`config.mk`:
```
export PLATFORM = sky130hd
export DESIGN_NAME = pipeline_hazard_ctrl
export DESIGN_NICKNAME = d
export VERILOG_FILES = /design/src/rtl/pipeline_hazard_ctrl.sv
export SDC_FILE = /design/constraint.sdc
export NUM_CORES = 1
export LEC_CHECK = 0
export ABC_CLOCK_PERIOD_IN_PS = 1950
export BUFFER_PORTS_ARGS = -buffer_cell sky130_fd_sc_hd__buf_2
export CAP_MARGIN = 15
export CORE_ASPECT_RATIO = 0.75
export CORE_MARGIN = 1.5
export CORE_UTILIZATION = 48
export DETAILED_ROUTE_END_ITERATION = 10
export MAX_ROUTING_LAYER = met4
export PLACE_DENSITY = 0.76
export RECOVER_POWER = 50
export SYNTH_ARGS = -nofsm -noshare
export SYNTH_HDL_FRONTEND = slang
export SYNTH_SLANG_ARGS = --single-unit
```
`constraint.sdc`:
```
create_clock -name clk_i -period 1.95 [get_ports clk_i]
set_input_delay 0.195 -clock clk_i [delete_from_list [all_inputs] [get_ports clk_i]]
set_output_delay 0.195 -clock clk_i [all_outputs]
set_load 0.02 [all_outputs]
```
`src/rtl/pipeline_hazard_ctrl.sv`:
```
// pipeline_hazard_ctrl
// Central stall/flush sequencer for the 5-stage pipeline. It resolves three
// conditions in fixed priority order:
//   1. a data-memory access that is outstanding in MEM, which freezes the
//      whole pipeline;
//   2. a load-use hazard, which inserts one bubble into ID_EX;
//   3. a taken branch, which flushes IF_ID.
// It also keeps saturating stall/flush counters and raises a sticky error if
// the data memory never acknowledges a request.
//
// Ports
//   clk_i, rst_i          clock, asynchronous active-low reset
//   IF_ID_RS1addr_i/RS2   source registers of the instruction in ID
//   ID_EX_RDaddr_i        destination register of the instruction in EX
//   ID_EX_MemRead_i       the instruction in EX is a load
//   EX_MEM_MemRead_i      MEM holds a load
//   EX_MEM_MemWrite_i     MEM holds a store
//   Branch_taken_i        a branch resolved taken in ID this cycle
//   mem_ack_i             the data memory completes the current request
//   PCWrite_o             update enable for the PC
//   IF_ID_Write_o         update enable for IF_ID
//   IF_ID_Flush_o         load a NOP into IF_ID
//   ID_EX_Bubble_o        zero the control fields of ID_EX
//   pipe_stall_o          hold ID_EX, EX_MEM and MEM_WB
//   mem_req_o             data-memory request valid
//   error_o               sticky memory-timeout flag
//   stall_cnt_o           saturating count of stall and bubble cycles
//   flush_cnt_o           saturating count of flush cycles
module pipeline_hazard_ctrl #(
    parameter int TIMEOUT_CYC = 255,
    parameter int CNT_W       = 16
) (
    input  logic             clk_i,
    input  logic             rst_i,
    input  logic [4:0]       IF_ID_RS1addr_i,
    input  logic [4:0]       IF_ID_RS2addr_i,
    input  logic [4:0]       ID_EX_RDaddr_i,
    input  logic             ID_EX_MemRead_i,
    input  logic             EX_MEM_MemRead_i,
    input  logic             EX_MEM_MemWrite_i,
    input  logic             Branch_taken_i,
    input  logic             mem_ack_i,
    output logic             PCWrite_o,
    output logic             IF_ID_Write_o,
    output logic             IF_ID_Flush_o,
    output logic             ID_EX_Bubble_o,
    output logic             pipe_stall_o,
    output logic             mem_req_o,
    output logic             error_o,
    output logic [CNT_W-1:0] stall_cnt_o,
    output logic [CNT_W-1:0] flush_cnt_o
);

    localparam int TW = $clog2(TIMEOUT_CYC + 1);

    typedef enum logic [1:0] {S_IDLE, S_WAIT, S_DONE, S_ERR} state_t;

    state_t           r_state;
    state_t           w_next;
    logic [TW-1:0]    r_tcnt;
    logic             w_mem_acc;
    logic             w_lu;
    logic             w_tmo;

    assign w_mem_acc = EX_MEM_MemRead_i | EX_MEM_MemWrite_i;
    assign w_lu      = ID_EX_MemRead_i && (ID_EX_RDaddr_i != 5'd0) &&
                       ((ID_EX_RDaddr_i == IF_ID_RS1addr_i) ||
                        (ID_EX_RDaddr_i == IF_ID_RS2addr_i));
    // The last WAIT cycle before giving up.
    assign w_tmo     = (r_tcnt == TW'(TIMEOUT_CYC - 1));

    // State register
    always_ff @(posedge clk_i or negedge rst_i) begin
        if (!rst_i) r_state <= S_IDLE;
        else        r_state <= w_next;
    end

    // Next-state logic; an ack wins over a timeout in the same cycle.
    always_comb begin
        w_next = r_state;
        case (r_state)
            S_IDLE: if (w_mem_acc) w_next = mem_ack_i ? S_DONE : S_WAIT;
            S_WAIT: begin
                if (mem_ack_i)  w_next = S_DONE;
                else if (w_tmo) w_next = S_ERR;
            end
            S_DONE: w_next = S_IDLE;
            S_ERR:  w_next = S_ERR;
            default: w_next = S_IDLE;
        endcase
    end

    // WAIT-cycle counter: cleared when a request enters WAIT.
    always_ff @(posedge clk_i or negedge rst_i) begin
        if (!rst_i)
            r_tcnt <= '0;
        else if (r_state == S_IDLE && w_mem_acc && !mem_ack_i)
            r_tcnt <= '0;
        else if (r_state == S_WAIT && !w_tmo)
            r_tcnt <= r_tcnt + TW'(1);
    end

    // Output logic. All controls are forced low while reset is held, because
    // an IDLE request term would otherwise depend on live inputs.
    always_comb begin
        PCWrite_o      = 1'b0;
        IF_ID_Write_o  = 1'b0;
        IF_ID_Flush_o  = 1'b0;
        ID_EX_Bubble_o = 1'b0;
        pipe_stall_o   = 1'b0;
        mem_req_o      = 1'b0;
        error_o        = 1'b0;
        if (rst_i) begin
            mem_req_o    = (r_state == S_WAIT) || (r_state == S_IDLE && w_mem_acc);
            pipe_stall_o = mem_req_o || (r_state == S_ERR);
            error_o      = (r_state == S_ERR);
            if (pipe_stall_o) begin
                // The whole pipe is frozen; hazards are re-evaluated after release.
            end else if (w_lu) begin
                ID_EX_Bubble_o = 1'b1;
            end else begin
                PCWrite_o     = 1'b1;
                IF_ID_Write_o = 1'b1;
                IF_ID_Flush_o = Branch_taken_i;
            end
        end
    end

    // Saturating performance counters
    always_ff @(posedge clk_i or negedge rst_i) begin
        if (!rst_i) begin
            stall_cnt_o <= '0;
            flush_cnt_o <= '0;
        end else begin
            if ((pipe_stall_o || ID_EX_Bubble_o) && stall_cnt_o != '1)
                stall_cnt_o <= stall_cnt_o + CNT_W'(1);
            if (IF_ID_Flush_o && flush_cnt_o != '1)
                flush_cnt_o <= flush_cnt_o + CNT_W'(1);
        end
    end

endmodule

```
# Word-level counts from Yosys, hierarchy flattened
# Cells that the tools add are included.
dict set report classes {
  add_sub_neg 3
  n_mul 0
  div_mod_pow 0
  magnitude_cmp 0
  n_eq_ne 10
  shifts 0
  mux 19
  bitwise_logic 1
  reduce_logical 17
}
# operator n
set ops {}
lappend ops {{$add A16 B1 Y16 const B} 2}
lappend ops {{$ne A16 B16 Y1 const B} 2}
lappend ops {{$mux W8} 2}
lappend ops {{$mux W1} 12}
lappend ops {{$eq A5 B5 Y1} 2}
lappend ops {{$add A8 B1 Y8 const B} 1}
lappend ops {{$eq A8 B8 Y1 const B} 1}
lappend ops {{$mux W2} 4}
lappend ops {{$pmux W2 S4} 1}
lappend ops {{$logic_and A1 B1 Y1} 7}
lappend ops {{$reduce_bool A5 Y1} 1}
lappend ops {{$eq A2 B2 Y1 const B} 2}
lappend ops {{$logic_or A1 B1 Y1} 4}
lappend ops {{$ne A3 B3 Y1 const B} 1}
lappend ops {{$eq A2 B1 Y1 const B} 1}
lappend ops {{$logic_not A1 Y1} 2}
lappend ops {{$logic_not A2 Y1} 1}
lappend ops {{$ne A2 B2 Y1 const B} 1}
lappend ops {{$reduce_and A2 Y1} 1}
lappend ops {{$reduce_bool A2 Y1} 1}
lappend ops {{$or A1 B1 Y1} 1}
dict set report totals {
  register_bits 42
  latchBits 0
  mem_bits_rw 0
  rom_bits 0
  input_bits 22
  output_inout_bits 39
  elab_cells 54
  memories 0
}

# Logic depth before layout (Yosys ltp)
dict set report depth {
  ltp_word 8
  mapped_depth 7
  ltp_nobuf 7
}

# Worst setup path before layout
# OpenSTA, ideal clock, no wires.
dict set report synth_path {
  kind {register -> register}
  startpoint {reg stall_cnt_o[0]}
  endpoint {reg stall_cnt_o[1]}
  setup_ns 0.128
  arrival_time_ns 1.858
  setup_slack_ns -0.035
  path_stages_with_launch 7
  synth_period_minus_slack_ns 1.985
  path_cell_list {dfrtp_1 -> ha_1 -> nand2_1 -> nor4_2 -> nand4_2 -> nor2b_1 -> mux2_1}
}
dict set report synth_between {
  elab_chain_cells 2
  elab_cells_between_ends 3
  classes_between {1 x add/sub; 1 x eq/ne; 1 x reduce/logical}
}
# item line
set synth_lines {}
lappend synth_lines {{from (decl)} 50} ;# output logic [CNT_W-1:0] stall_cnt_o,
lappend synth_lines {{from (signal assigned)} 136} ;# stall_cnt_o <= stall_cnt_o + CNT_W'(1);
lappend synth_lines {{branches (longest 2 deep; another with $add A16 B1 Y16)} --}
# Parallel ways; which one is timed is not known.
# A chain may end at the register's enable or synchronous reset.

# Worst setup path after layout
dict set report layout_path {
  startpoint {reg r_state[1]}
  endpoint {out IF_ID_Write_o}
}
dict set report layout_between {
  elab_chain_cells 6
  elab_cells_between_ends 8
  classes_between {2 x eq/ne; 2 x mux; 4 x reduce/logical}
}
# item line
set layout_lines {}
lappend layout_lines {{from (decl)} 58} ;# state_t r_state;
lappend layout_lines {{from (signal assigned)} 75} ;# else r_state <= w_next;
lappend layout_lines {{$logic_not A2 Y1} 114} ;# mem_req_o = (r_state == S_WAIT) || (r_state == S_IDLE && w_mem_acc);
lappend layout_lines {{$logic_and A1 B1 Y1} 114}
lappend layout_lines {{$logic_or A1 B1 Y1} 114}
lappend layout_lines {{$logic_or A1 B1 Y1 *} 115} ;# pipe_stall_o = mem_req_o || (r_state == S_ERR);
lappend layout_lines {{$mux W1 *} 117} ;# if (pipe_stall_o) begin
lappend layout_lines {{$mux W1 *} 113} ;# if (rst_i) begin
lappend layout_lines {{to (decl)} 44} ;# output logic IF_ID_Write_o,
# Mark *: on every way between the ends. The rest lies on a longest branch, timed or not.

==> results.txt <==
Setup ws final - 0.0690 ns
Crit path kind - reg -> out
Setup Viol. Count Final - 0
Max layer used - met4
Most numerous cell on the critical path - buf_4
Dominant cell type by area after synthesis - dfrtp_1
Die area - 5330 µm²
RePlAce Congestion - 0.845
Avg Inst Size Synth - 10.5 µm²
WL met3 - 205 µm
GRT overflow - 0
Drt drc - 0
Syn Std Cell Area - 2350 µm²
Antenna diode count - 0
Worst-path maximum fanout - 8
Slew HR - 32.0%
Post-synth EDFFs - 0
Vias in the first global route - 1884
Max-cap violation count - 0
Setup crit start kind - register
Routed WL - 5210 µm
Io pins - 61
Share of power burned in registers - 40.3%
Die Ht - 63.6 µm
Gr usage total - 21.2%
First-pass GRT wire length - 8690 µm
WHS - 0.107 ns
Total negative slack - 0 ns
Most frequent cells after synthesis - 42 x dfrtp_1, 31 x xor2_1, 22 x nor2_1
Ys async rst share - 100%
Internal power - 1960 µW
Clk_skew - 0.00700 ns
Sw Ratio - 38.0%
Critical Path Max Stage Delay - 0.40 ns
DRT met1 WL - 2520 µm
Hold WC Path Type - in -> reg
Initial drt markers - 82
Fin crit share - 96.5%
Wire length per cell - 14.3 µm
Count leader, synth - dfrtp_1
Clock network power share - 22.9%
Clk root buf - clkbuf_8
Syn Nets - 250
Pins over their slew limit - 0
Fin. Hold Viols - 0
Worst-Margin Slew - 1.02 ns
Cells after synthesis - 224
# fillers - 417
Met2 wire len - 2430 µm
Vias - 1905
Worst slack, placed - 0.0558 ns
Power Dens Cells - 1070 nW/µm²
CP cell instances - o21ba_4, nor2_2, buf_4, and2_4, o21a_1, buf_6, buf_4
Starting Density - 51.4%
Core area - 4570 µm²
Initial antenna violation count - 0
Pin count of the biggest net entering global routing - 26
Clock Pin Slew Worst Setup and Hold Paths - 0.08 ns
Clk sink count - 42
Main synth FF type - dfrtp_1
TritonCTS clock tree - yes
Library cells used by synthesis - 40
Clock latency on the worst-skew pair - 0.30 ns
Clock buffer depth - 2
Num CTS Buffers - 5
Synth top area cells - dfrtp_1 45%, xor2_1 12%, xnor2_1 4.8%
Worst EP required - 1.75 ns
RSZ-0062 raised after global routing - false
Comb power frac - 36.8%
Pre-antenna DRT Iters - 4
Final min period - 1.88 ns
Nets - 333
Cell Rows - 21
Buffers on Ports - 60
Area Growth Syn to Fin - 25.6%
Seq/Total Area, Yosys - 44.7%
Switching pwr - 1200 µW
Top-area cell type share of the netlist area - 44.7%
Status - completed
# H-tree levels - 2
Die Width - 83.8 µm
WP data arrival - 1.69 ns
Synthesized flop and latch total - 42
Final HPWL DP - 3860 µm
Antenna-violating nets left - 0
Pleak - 0.00139 µW
DR vias/cell - 5.22
Setup crit end kind - output port
Max Clock Freq - 532 MHz
Slowest cell on the critical path - dfrtp_1
YS warnings - 0
Layout cells sized above 1 - 24.7%
VDD IR max - 0.000769 V
## registers in the layout, indices dropped and copies added (netlist names), named ones only
register     count
flush_cnt_o     16
r_state          1
r_tcnt           8
stall_cnt_o     16
## worst paths after layout
| kind | start | slack (ns) | end | cells after the start |
|---|---|---|---|---|
| worst max-delay path | r_state[1]$_DFFE_PN0P_ | 0.07 | IF_ID_Write_o | 7 |
| worst min-delay path | mem_ack_i | 0.11 | register | 2 |
| worst max register to register | r_state[1]$_DFFE_PN0P_ | 0.11 | stall_cnt_o[1]$_DFFE_PN0P_ | 6 |
| worst min register to register | stall_cnt_o[13]$_DFFE_PN0P_ | 0.50 | stall_cnt_o[13]$_DFFE_PN0P_ | 1 |
| max in group asynchronous | rst_i | 0.41 | stall_cnt_o[0]$_DFFE_PN0P_ | 4 |
| min in group asynchronous | rst_i | 0.47 | r_tcnt[0]$_DFFE_PN0P_ | 3 |
## through the flow
stage / instances / util [%] / cell area (µm²) / power (µW)
5_1_grt: 365 / 64.6 / 2950 / 3360
2_1_floorplan: 224 / - / 2360 / 1990
4_1_cts: 363 / 64.9 / 2970 / 3170
6_report: 365 / 64.6 / 2950 / 3160
3_5_place_dp: 353 / 61.6 / 2820 / 2430
3_3_place_gp: 353 / 61.6 / 2820 / 2380
## layout by cell type, fill, tap and decap left out, drive strengths merged, types with 12 or more instances in the layout
master  netlist  layout
buf           3      45
clkbuf        0      40
dfrtp        42      42
nand2        12      12
nand3        19      19
nand4        12      12
nor2         22      22
xnor2        13      13
xor2         31      31
## timing repair
action	in CTS	in global routing
hold buffers	2	0
setup endpoints to repair	2	27
setup buffers	0	2
resized for setup	4	4
hold endpoints to repair	42	0
pin swaps	0	1
## power groups by stage
stage / Combinational, µW / Clock (µW) / Sequential (µW)
3_3_place_gp: 1110 / 0 / 1270
2_1_floorplan: 586 / 0 / 1400
5_1_grt: 1290 / 767 / 1300
4_1_cts: 1170 / 732 / 1270
6_report: 1160 / 722 / 1270
3_5_place_dp: 1140 / 0 / 1280
## metal layers
layer,GRT usage [%],vias up
met5,-,-
met4,6.56,0
met3,3.93,6
met2,33.1,35
met1,28.2,915
li1,-,949
## area by class of cell
| cell class | count | area [µm²] | area share, % |
|---|---|---|---|
| inverter | 9 | 33.8 | 1.14 |
| clock inverter | 1 | 30.0 | 1.02 |
| timing repair buffer | 79 | 410 | 13.9 |
| sequential | 42 | 1050 | 35.7 |
| clock buffer | 7 | 86.3 | 2.92 |
| multi-input combinational | 170 | 1270 | 42.9 |
| tap | 57 | 71.3 | 2.42 |
## logic make-up (layout without fill, tap and decap cells)
group	after synthesis	count (layout)	synth area share [%]
XOR/XNOR	44	44	16.4
buffers and inverters	12	96	2.56
AND/OR/NAND/NOR	99	99	24.9
flip-flops	42	42	44.7
adder cells (fa/ha/maj)	4	4	2.13
AO/OA/AOI/OAI	18	18	6.92
multiplexers	5	5	2.34
## critical path: cells and delay by family, from the launching register on
family	cells	cell delay [ns]
buf+inv	3	0.42
flops	1	0.40
compound gates	2	0.37
simple gates	2	0.20
Power figures use the tool's default switching activity.
